$ cat src/rtl/uart_tx_arbiter.sv
// Round-robin, packet-granular arbiter sharing one UART TX byte sink among NREQ requesters; zero-latency data path.
// Optional macro UART_TX_ARB_PRIORITY_EN makes requester 0 urgent at arbitration time (no preemption).
module uart_tx_arbiter #(
    parameter int NREQ         = 4,
    parameter int MAX_BURST    = 16,
    parameter int IDLE_TIMEOUT = 2048
) (
    input  logic                clk,
    input  logic                reset,
    input  logic [NREQ-1:0]     req_valid,
    input  logic [8*NREQ-1:0]   req_data,
    input  logic [NREQ-1:0]     req_last,
    output logic [NREQ-1:0]     req_ready,
    output logic                tx_valid,
    input  logic                tx_ready,
    output logic [7:0]          tx_data,
    output logic [NREQ-1:0]     grant_o,
    output logic                busy_o
);

    localparam int PW = (NREQ > 1) ? $clog2(NREQ) : 1;

    typedef enum logic {IDLE, SEND} state_t;

    state_t          state_q;
    logic [PW-1:0]   owner_q;
    logic [PW-1:0]   rr_ptr_q;
    logic [7:0]      burst_cnt_q;
    logic [15:0]     idle_cnt_q;
    logic [NREQ-1:0] grant_q;
    logic            busy_q;

    logic [7:0]      burst_cnt_d;
    logic [15:0]     idle_cnt_d;
    logic            win_vld;
    logic [PW-1:0]   win_idx;
    logic            ptr_upd;
    logic            owner_vld;
    logic            owner_last;
    logic [7:0]      owner_dat;
    logic            xfer;
    logic            burst_hit;
    logic            timeout_hit;

    // Search starts just after the last owner, so it has lowest priority next time.
    always_comb begin
        int cand;
        logic [PW-1:0] cand_idx;
        win_vld  = 1'b0;
        win_idx  = '0;
        ptr_upd  = 1'b1;
        cand     = 0;
        cand_idx = '0;
        for (int k = 1; k <= NREQ; k++) begin
            cand = int'(rr_ptr_q) + k;
            if (cand >= NREQ) cand = cand - NREQ;
            cand_idx = PW'(cand);
            if (!win_vld && req_valid[cand_idx]) begin
                win_vld = 1'b1;
                win_idx = cand_idx;
            end
        end
`ifdef UART_TX_ARB_PRIORITY_EN
        if (req_valid[0]) begin
            win_vld = 1'b1;
            win_idx = '0;
            ptr_upd = 1'b0;
        end
`endif
    end

    assign owner_vld  = req_valid[owner_q];
    assign owner_last = req_last[owner_q];
    assign owner_dat  = req_data[8*owner_q +: 8];

    assign tx_valid = (state_q == SEND) && owner_vld;
    assign tx_data  = (state_q == SEND) ? owner_dat : 8'h00;

    always_comb begin
        req_ready = '0;
        if (state_q == SEND) req_ready[owner_q] = tx_ready;
    end

    assign xfer        = tx_valid & tx_ready;
    assign burst_cnt_d = burst_cnt_q + 8'd1;
    assign idle_cnt_d  = (&idle_cnt_q) ? idle_cnt_q : idle_cnt_q + 16'd1;
    assign burst_hit   = (burst_cnt_d == 8'(MAX_BURST));
    assign timeout_hit = (IDLE_TIMEOUT != 0) && (idle_cnt_q == 16'(IDLE_TIMEOUT - 1));

    always_ff @(posedge clk) begin
        if (reset) begin
            state_q     <= IDLE;
            owner_q     <= '0;
            rr_ptr_q    <= PW'(NREQ - 1);
            burst_cnt_q <= 8'd0;
            idle_cnt_q  <= 16'd0;
            grant_q     <= '0;
            busy_q      <= 1'b0;
        end else begin
            case (state_q)
                IDLE: begin
                    if (win_vld) begin
                        state_q     <= SEND;
                        owner_q     <= win_idx;
                        burst_cnt_q <= 8'd0;
                        idle_cnt_q  <= 16'd0;
                        grant_q     <= NREQ'(1) << win_idx;
                        busy_q      <= 1'b1;
                        if (ptr_upd) rr_ptr_q <= win_idx;
                    end
                end
                SEND: begin
                    if (xfer) begin
                        burst_cnt_q <= burst_cnt_d;
                        idle_cnt_q  <= 16'd0;
                        if (owner_last || burst_hit) begin
                            state_q <= IDLE;
                            grant_q <= '0;
                            busy_q  <= 1'b0;
                        end
                    end else if (!owner_vld) begin
                        // Sink backpressure with valid high never counts as an owner stall.
                        if (timeout_hit) begin
                            state_q <= IDLE;
                            grant_q <= '0;
                            busy_q  <= 1'b0;
                        end else begin
                            idle_cnt_q <= idle_cnt_d;
                        end
                    end
                end
                default: state_q <= IDLE;
            endcase
        end
    end

    assign grant_o = grant_q;
    assign busy_o  = busy_q;

endmodule

$ cat config.mk
export PLATFORM = sky130hd
export DESIGN_NAME = uart_tx_arbiter
export DESIGN_NICKNAME = d
export VERILOG_FILES = /design/src/rtl/uart_tx_arbiter.sv
export SDC_FILE = /design/constraint.sdc
export NUM_CORES = 1
export LEC_CHECK = 0
export CAP_MARGIN = 15
export CORE_ASPECT_RATIO = 1.1
export CORE_MARGIN = 2
export CORE_UTILIZATION = 44
export CTS_CLUSTER_DIAMETER = 50
export CTS_CLUSTER_SIZE = 25
export DETAILED_ROUTE_END_ITERATION = 10
export PLACE_DENSITY = 0.76
export REMOVE_ABC_BUFFERS = 1
export SLEW_MARGIN = 20
export SYNTH_ARGS = -nofsm -noshare
export SYNTH_HDL_FRONTEND = slang
export SYNTH_SLANG_ARGS = --single-unit
$ cat constraint.sdc
create_clock -name clk -period 1.9 [get_ports clk]
set_input_delay 0.38 -clock clk [delete_from_list [all_inputs] [get_ports clk]]
set_output_delay 0.38 -clock clk [all_outputs]
set_load 0.05 [all_outputs]
Yosys cells after proc, flatten, opt, wreduce, memory -nomap -nowiden:

Cells that the tools add are included.

* add/sub/neg operators: 10
* multiply operators: 0
* divide/modulo/power cells: 0
* $lt $le $gt $ge: 10
* equality and inequality tests: 9
* shift operators: 2
* mux-type cells: 55
* bitwise gates (word level): 3
* reductions and logical operators: 14

Operators by type and width (number)
* $mux 16: 5
* $pmux 16 s2: 1
* $shiftx 32x6->8: 1
* $mux 4: 6
* $mux 8: 3
* $mux 1: 21
* $add 16x1->16 const B: 1
* $eq 16x11->1 const B: 1
* $mux 2: 8
* $pmux 8 s2: 1
* $reduce_and 16->1: 1
* $lt 2x3->1 const B: 5
* $bmux 1 s2: 6
* $ge 3x3->1 const B: 3
* $add 8x1->8 const B: 1
* $eq 8x5->1 const B: 1
* $pmux 4 s2: 1
* $reduce_and 4->1: 2
* $sub 2x1->2 const B: 4
* $add 2x2->3 const B: 2
* $ne 3x2->1 const B: 2
* $ne 3x3->1 const B: 2
* $logic_and 1x1->1: 5
* $add 2x3->4 const B: 1
* 15 further kinds: 19

* register bits: 34
* bits in latches: 0
* memory bits (writable): 0
* bits in read-only memories: 0
* bits of input ports: 43
* output and inout port bits: 18
* memories kept: 0

Longest topological paths before layout:

Gate-level depths: netlist (run 1).

* depth after elaboration: 18
* depth in mapped cells: 8
* mapped depth without buffers: 6

Worst setup path before layout (run 1):

OpenSTA, ideal clock, no wires.

* kind: register to output
* start point: register owner_q[0]
* end point: output req_ready[1]
* arrival time: 2.080 ns
* data required time: 1.520 ns
* slack: -0.560 ns
* cell stages (with the launch flop): 4
* path buffers: 2
* path through: dfxtp_1 -> buf_2 -> buf_1 -> nor3b_1

* longest elaborated chain between the ends: 6
* elaborated cells on any way between the ends: 7

Ends and longest elaborated chain
* start: declaration: RTL line 26 `logic [PW-1:0] owner_q;`
* start signal: assignment: RTL line 104 `owner_q <= win_idx;`
* $lt 2x3->1 (implied by the code) / $ge 2x1->1 (equally long branches): RTL line 81 `if (state_q == SEND) req_ready[owner_q] = tx_ready;`
* $logic_and 1x1->1 (implied by the code): RTL line 81
* $mux 1 (implied by the code): RTL line 81
* $demux 1 s2 (*): RTL line 81
* $and 4x4->4 (no line) (*)
* $mux 4 (*): RTL line 81
* end: declaration: RTL line 13 `output logic [NREQ-1:0] req_ready,`

Mark *: on every way between the ends. The rest lies on a longest branch, timed or not.

Worst setup path in the final report (run 1):

* start point: register owner_q[1]
* end point: output tx_valid

* longest elaborated chain between the ends: 3

Ends and longest elaborated chain
* $bmux 1 s2: RTL line 72 `assign owner_vld = req_valid[owner_q];`
* $mux 1 (implied by the code): RTL line 72
* $logic_and 1x1->1: RTL line 76 `assign tx_valid = (state_q == SEND) && owner_vld;`
* end: declaration: RTL line 14 `output logic tx_valid,`

No other way between the ends. The select of a mux whose other input is x is not followed.

==> metrics, run 1 <==
outcome=finished, violations left; failing checks=negative setup slack; vias per cell=6.01; DR WL/cell=~18 um; FF-to-FF path depth=6; reg2reg start=owner_q[1]; initial core utilization=a little under half; clock-pin slew of the registers on the worst-case setup and hold paths=80 ps; Layout Nets=approximately 420; GRT Util Overall=25.6%; CTS sink count=34; GPL Wtd Cong=between 0.8 and 0.9; unrepaired setup endpoints after global routing=true; commonest non-fill, non-tap cell in the layout=buf_4; share of the core filled with cells=74.7%; share of layout cells above drive strength 1=37.0%; Placed Cells=413; Slew Limit Headroom=between 60% and 70%; Flop pwr share=34.8%; IO Pins=61; top_reg_cell synth=dfxtp_1; most frequent cells in the layout=buf_4, clkdlybuf4s50_1, dfxtp_1; Die X=between 70 and 80 um; first-pass GRT wire length=11600 um; post-synthesis sequential area ratio=30.6%; worst hold stages=1; Synth cell types=between 40 and 50; Final WS setup=-98.9 ps; number of flops mapped to enable cells by yosys=0; mapped cell area=about 0.0022 mm^2; Final setup viols=21; CTS tree=built; Clock power frac=25.5%; syn_area_per_cell=8.51 um^2; Setup CP Type=reg2out; Final Max Slew Viols=0; Port Buffers=60; R2R setup slack=-100 ps; FILL cells=326; f_max=between 500 and 600 MHz; antenna diode count=0; Area contributors post-synth=dfxtp_1, mux4_2, a21oi_1; crit path DAT=1620 ps; worst hold start=idle_cnt_q[5]; flop and latch count out of synthesis=34; internal cell power=0.00148 W; FP Rows=27; CTS root buf=clkbuf_8; asr flop ratio synth=0%; register area=687 um^2; LEAKAGE=1.45 nW; total wire length=7640 um; # hold bufs at CTS=0; Worst Clk Skew=10.9 ps; hpwl dp=5150 um; CTS H-tree depth=2; worst-margin pin slew=a little under 500 ps; Yosys warning count=0; pwr dens=598 mW/mm^2; core footprint=0.00493 mm^2; VDD IR-drop max=0.550 mV; max-cap violations=0; post-synth top area share=a little under a third; final hold vios=0; DRT Pass-1 Iters=4; Cells after Synth=approximately 260; crit end category=primary output; vias in the first global route=2510; gr ovfl total=0; post-route ant nets=0; Num CTS Buffers=5; crit start category=register; Power, Total=between 0.002 and 0.0025 W; period utilization=105%; combinational share of power=slightly below 40%; Hold Crit Endpoint=idle_cnt_q[5]; Vias=about 2600; Final Non-Filler Cells=431; DRT iter0 DRCs=155; footprint of the multi-input gates=0.00165 mm^2; CP max FO=8; Die Y=78.5 um; die area=0.00564 mm^2; Syn-to-layout area delta=65.7%; min Tclk post-route=2000 ps; antenna violations before repair=0; final hold slack=483 ps; Hold/Removal Path Class=reg2reg; pin count of the biggest net entering global routing=18; CTS max path bufs=2; worst endpoint required time=1520 ps; DRC Markers=0; Sw Ratio=32.8%; worst flop-to-flop path endpoint=idle_cnt_q[10]; worst skew pair latency=290 ps; P_sw=0.000722 W; top cell type by total area after synthesis=dfxtp_1
[synthesized netlist by cell type (3+ instances only)]
master / number
dfxtp_1: 34
nand2_1: 23
a21oi_1: 18
nor2_1: 18
and2_1: 13
nand2b_1: 13
clkbuf_1: 11
a31oi_1: 10
mux4_2: 10
nand3_1: 10
and3_1: 7
o21ai_0: 7
nor3_1: 6
or4_1: 6
nand3b_1: 5
inv_1: 4
mux2i_1: 4
nand4_1: 4
a21o_1: 3
a41oi_1: 3
buf_6: 3
nor3b_1: 3
o21a_1: 3
o21ai_1: 3
o22a_1: 3
o32ai_1: 3
or3_1: 3
[power groups by stage]
stage / combinational, W / sequential, W / clock (W)
floorplan: 0.000312 / 0.000834 / 0
global placement: 0.000700 / 0.000777 / 0
detailed placement: 0.000710 / 0.000779 / 0
CTS: 0.000806 / 0.000763 / 0.000565
global route: 0.000921 / 0.000769 / 0.000597
finish: 0.000875 / 0.000766 / 0.000562
[critical path, cell delays in order (launching register included)]
cell and delay [ps]:
dfxtp_2 350, mux4_2 630, and2_4 200, buf_6 150
[cell type report]
cell class,instances,share of cell area [%]
timing repair buffer,120,31.6
multi-input combinational,207,44.9
sequential,34,18.7
clock buffer,7,2.34
inverter,4,0.408
clock inverter,1,0.136
tap,58,1.97
[per-stage QoR]
stage | setup slack [ps] | instance area (um^2) | setup TNS, ps
2_1_floorplan | -729 | 2140 | -10140
3_3_place_gp | -517 | 3200 | -13540
3_5_place_dp | -574 | 3200 | -14610
4_1_cts | -99.5 | 3480 | -1350
5_1_grt | -164 | 3680 | -3360
6_report | -98.9 | 3680 | -1420
[sequential cells by signal, summed over array words and instances (netlist names)]
signal / flops
burst_cnt_q: 8
busy_o: 1
grant_o: 4
idle_cnt_q: 16
owner_q: 2
rr_ptr_q: 2
state_q: 1
[how the worst max path moves through the flow]
| stage | start | to | slack (ps) | cells past startpoint |
|---|---|---|---|---|
| after floorplan | owner_q[1] | idle_cnt_q[11] | -730 | 5 |
| after global placement | req_valid[1] | idle_cnt_q[10] | -520 | 6 |
| after detailed placement | req_valid[0] | idle_cnt_q[10] | -570 | 6 |
| after CTS | owner_q[0] | tx_data[0] | -100 | 4 |
| after global routing | owner_q[1] | idle_cnt_q[11] | -160 | 6 |
| final | owner_q[1] | tx_valid | -100 | 3 |
[repair_timing]
item / in CTS / in global routing
resized for setup: 49 / 40
pin swaps: 15 / 19
endpoints found under the setup margin: 39 / 36
cloned: 0 / 1
buffers inserted: 5 / 6
[metal layers]
metal / global-route usage [%] / wire [um] / share of wire, % / vias up
met2: 46.0 / 3800 / 50 / 129
li1: - / - / - / 1216
met3: 4.75 / 641 / 8.4 / 27
met1: 30.7 / 2980 / 39 / 1218
met5: 0 / 0 / 0 / -
met4: 6.98 / 217 / 2.8 / 0
[cell families (layout without fill, tap and decap cells)]
logic type      Yosys count  after routing  synth area share [%]
mux                      14             14                  11.9
flops                    34             34                  30.6
compound gates           73             73                  23.0
simple gates            118            118                  28.8
buf+inv                  20            132                  4.45
fa+ha+maj                 2              2                  1.13
(Power assumes the default switching activity.)
==> run 2, diff against run 1 <==
==> constraint.sdc (replaced) <==
create_clock -name clk -period 1.9 [get_ports clk]
set_input_delay 0.38 -clock clk [delete_from_list [all_inputs] [get_ports clk]]
set_output_delay 0.38 -clock clk [all_outputs]
set_load 0.005 [all_outputs]
==> run 2 against run 1 <==
Against the previous run:
- the run still ends with negative setup slack left
- clock skew fell by 5.6 ps
- first-iteration DRC count fell by 18%
- sequential share of layout area rose by 0.34 points
- die area did not move
- clock power fell by 8.9%
- global-route usage rose by 0.46 points
- critical path type unchanged
- critical endpoint is now tx_data[6]
- highest routed layer unchanged
==> metrics, run 2 (same netlist as run 1, synthesis figures left out) <==
outcome=finished, violations left; failing checks=negative setup slack; CTS root buf=clkbuf_8; period utilization=107%; f_max=494 MHz; final hold slack=476 ps; Final WS setup=-125 ps; initial core utilization=45.1%; Placed Cells=413; Flop pwr share=38.0%; GRT Util Overall=26.0%; Top delay family on crit path=multiplexers; gr ovfl total=0; Syn-to-layout area delta=62.4%; crit end category=primary output; DRT iter0 DRCs=between 100 and 150; Die X=slightly above 70 um; total wire length=7550 um; Port Buffers=60; Layout Nets=418; share of the core filled with cells=73.2%; CTS max path bufs=2; LEAKAGE=1.42 nW; most frequent cells in the layout=buf_4, clkdlybuf4s50_1, dfxtp_1; Power, Total=0.00201 W; IO Pins=61; # hold bufs at CTS=0; worst-margin pin slew=roughly 470 ps; DR WL/cell=17.5 um; Worst Clk Skew=approximately 5.3 ps; antenna violations before repair=0; pin count of the biggest net entering global routing=19; crit path DAT=1650 ps; CP max FO=6; crit start category=register; Final setup viols=26; crit path cell chain=buf_12 -> buf_6 -> mux4_2 -> and2_4 -> buf_6; Slowest cell on crit path=mux4_2; first-pass GRT wire length=11700 um; post-route ant nets=0; worst skew pair latency=between 200 and 300 ps; max-cap violations=0; combinational share of power=36.5%; antenna diode count=0; DRC Markers=0; Final Max Slew Viols=0; vias in the first global route=approximately 2500; CTS tree=built; Setup CP Type=reg2out; Clock power frac=25.4%; slowest stage delay, CP=500 ps; die area=between 0.005 and 0.006 mm^2; Critical path buffers and inverters=3; R2R setup slack=-120 ps; Vias=2562; vias per cell=5.94; CTS H-tree depth=2; Hold/Removal Path Class=reg2reg; Sw Ratio=29.7%; unrepaired setup endpoints after global routing=true; final hold vios=0; worst endpoint required time=1520 ps; GPL Wtd Cong=0.952; VDD IR-drop max=0.424 mV; Largest Register=idle_cnt_q; clock-pin slew of the registers on the worst-case setup and hold paths=70 ps; FP Rows=27; commonest non-fill, non-tap cell in the layout=buf_4; Slew Limit Headroom=68.5%; Die Y=78.5 um; CTS sink count=34; min Tclk post-route=2030 ps; core footprint=~0.0049 mm^2; hpwl dp=roughly 5100 um; pwr dens=557 mW/mm^2; most frequent CP cell=buf_6; internal cell power=0.00141 W; DRT Pass-1 Iters=4; Num CTS Buffers=5; share of layout cells above drive strength 1=35.4%; P_sw=around 0.00060 W; Final TNS setup=-1360 ps; max reg flops=16; Final Non-Filler Cells=about 430
[run 2: changes by cell type in the layout (fill, tap and decap cells not counted), sizes merged]
| cell | delta |
|---|---|
| clkdlybuf4s15 | +1 |
| dlygate4sd2 | +3 |
| clkinv | +1 |
| clkbuf | +2 |
| buf | -7 |
[run 2: stage by stage]
step	area, um^2	setup slack [ps]
6_report	3610	-125
4_1_cts	3510	-213
2_1_floorplan	2140	-729
3_5_place_dp	3200	-615
5_1_grt	3610	-190
3_3_place_gp	3200	-577
[run 2: path summary, 6_finish.rpt]
check             cells after the start           from        endpoint
hold / removal                        1  idle_cnt_q[5]   idle_cnt_q[5]
hold reg to reg                       1  idle_cnt_q[5]   idle_cnt_q[5]
setup reg to reg                      7     owner_q[1]  idle_cnt_q[10]
setup / recovery                      5     owner_q[0]      tx_data[6]
[run 2: repair_timing]
item                                    in CTS  in global routing
endpoints found under the setup margin      42                 41
cloned                                       2                  0
gates resized for setup                     80                 41
pin swaps                                   25                 19
buffers inserted                            12                  3
[run 2: final cells by class]
class,count,area (um^2)
multi-input combinational,207,1660
timing repair buffer,121,1100
sequential,34,686
fill,341,1320
tap,58,72.6
clock inverter,2,10.0
clock buffer,5,68.8
inverter,4,15.0
[run 2: power by group through the flow]
stage / combinational, W / sequential, W / clock, W
CTS: 0.000680 / 0.000763 / 0.000527
floorplan: 0.000228 / 0.000797 / 0
global route: 0.000776 / 0.000769 / 0.000546
global placement: 0.000574 / 0.000776 / 0
detailed placement: 0.000582 / 0.000778 / 0
finish: 0.000735 / 0.000765 / 0.000512
[run 2: layer usage]
metal	vias to the layer above	wire length [um]	track usage, %
met3	16	576	6.03
met1	1204	2830	27.8
met2	123	4000	49.4
li1	1219	-	-
met5	-	0	0
met4	0	150	8.30
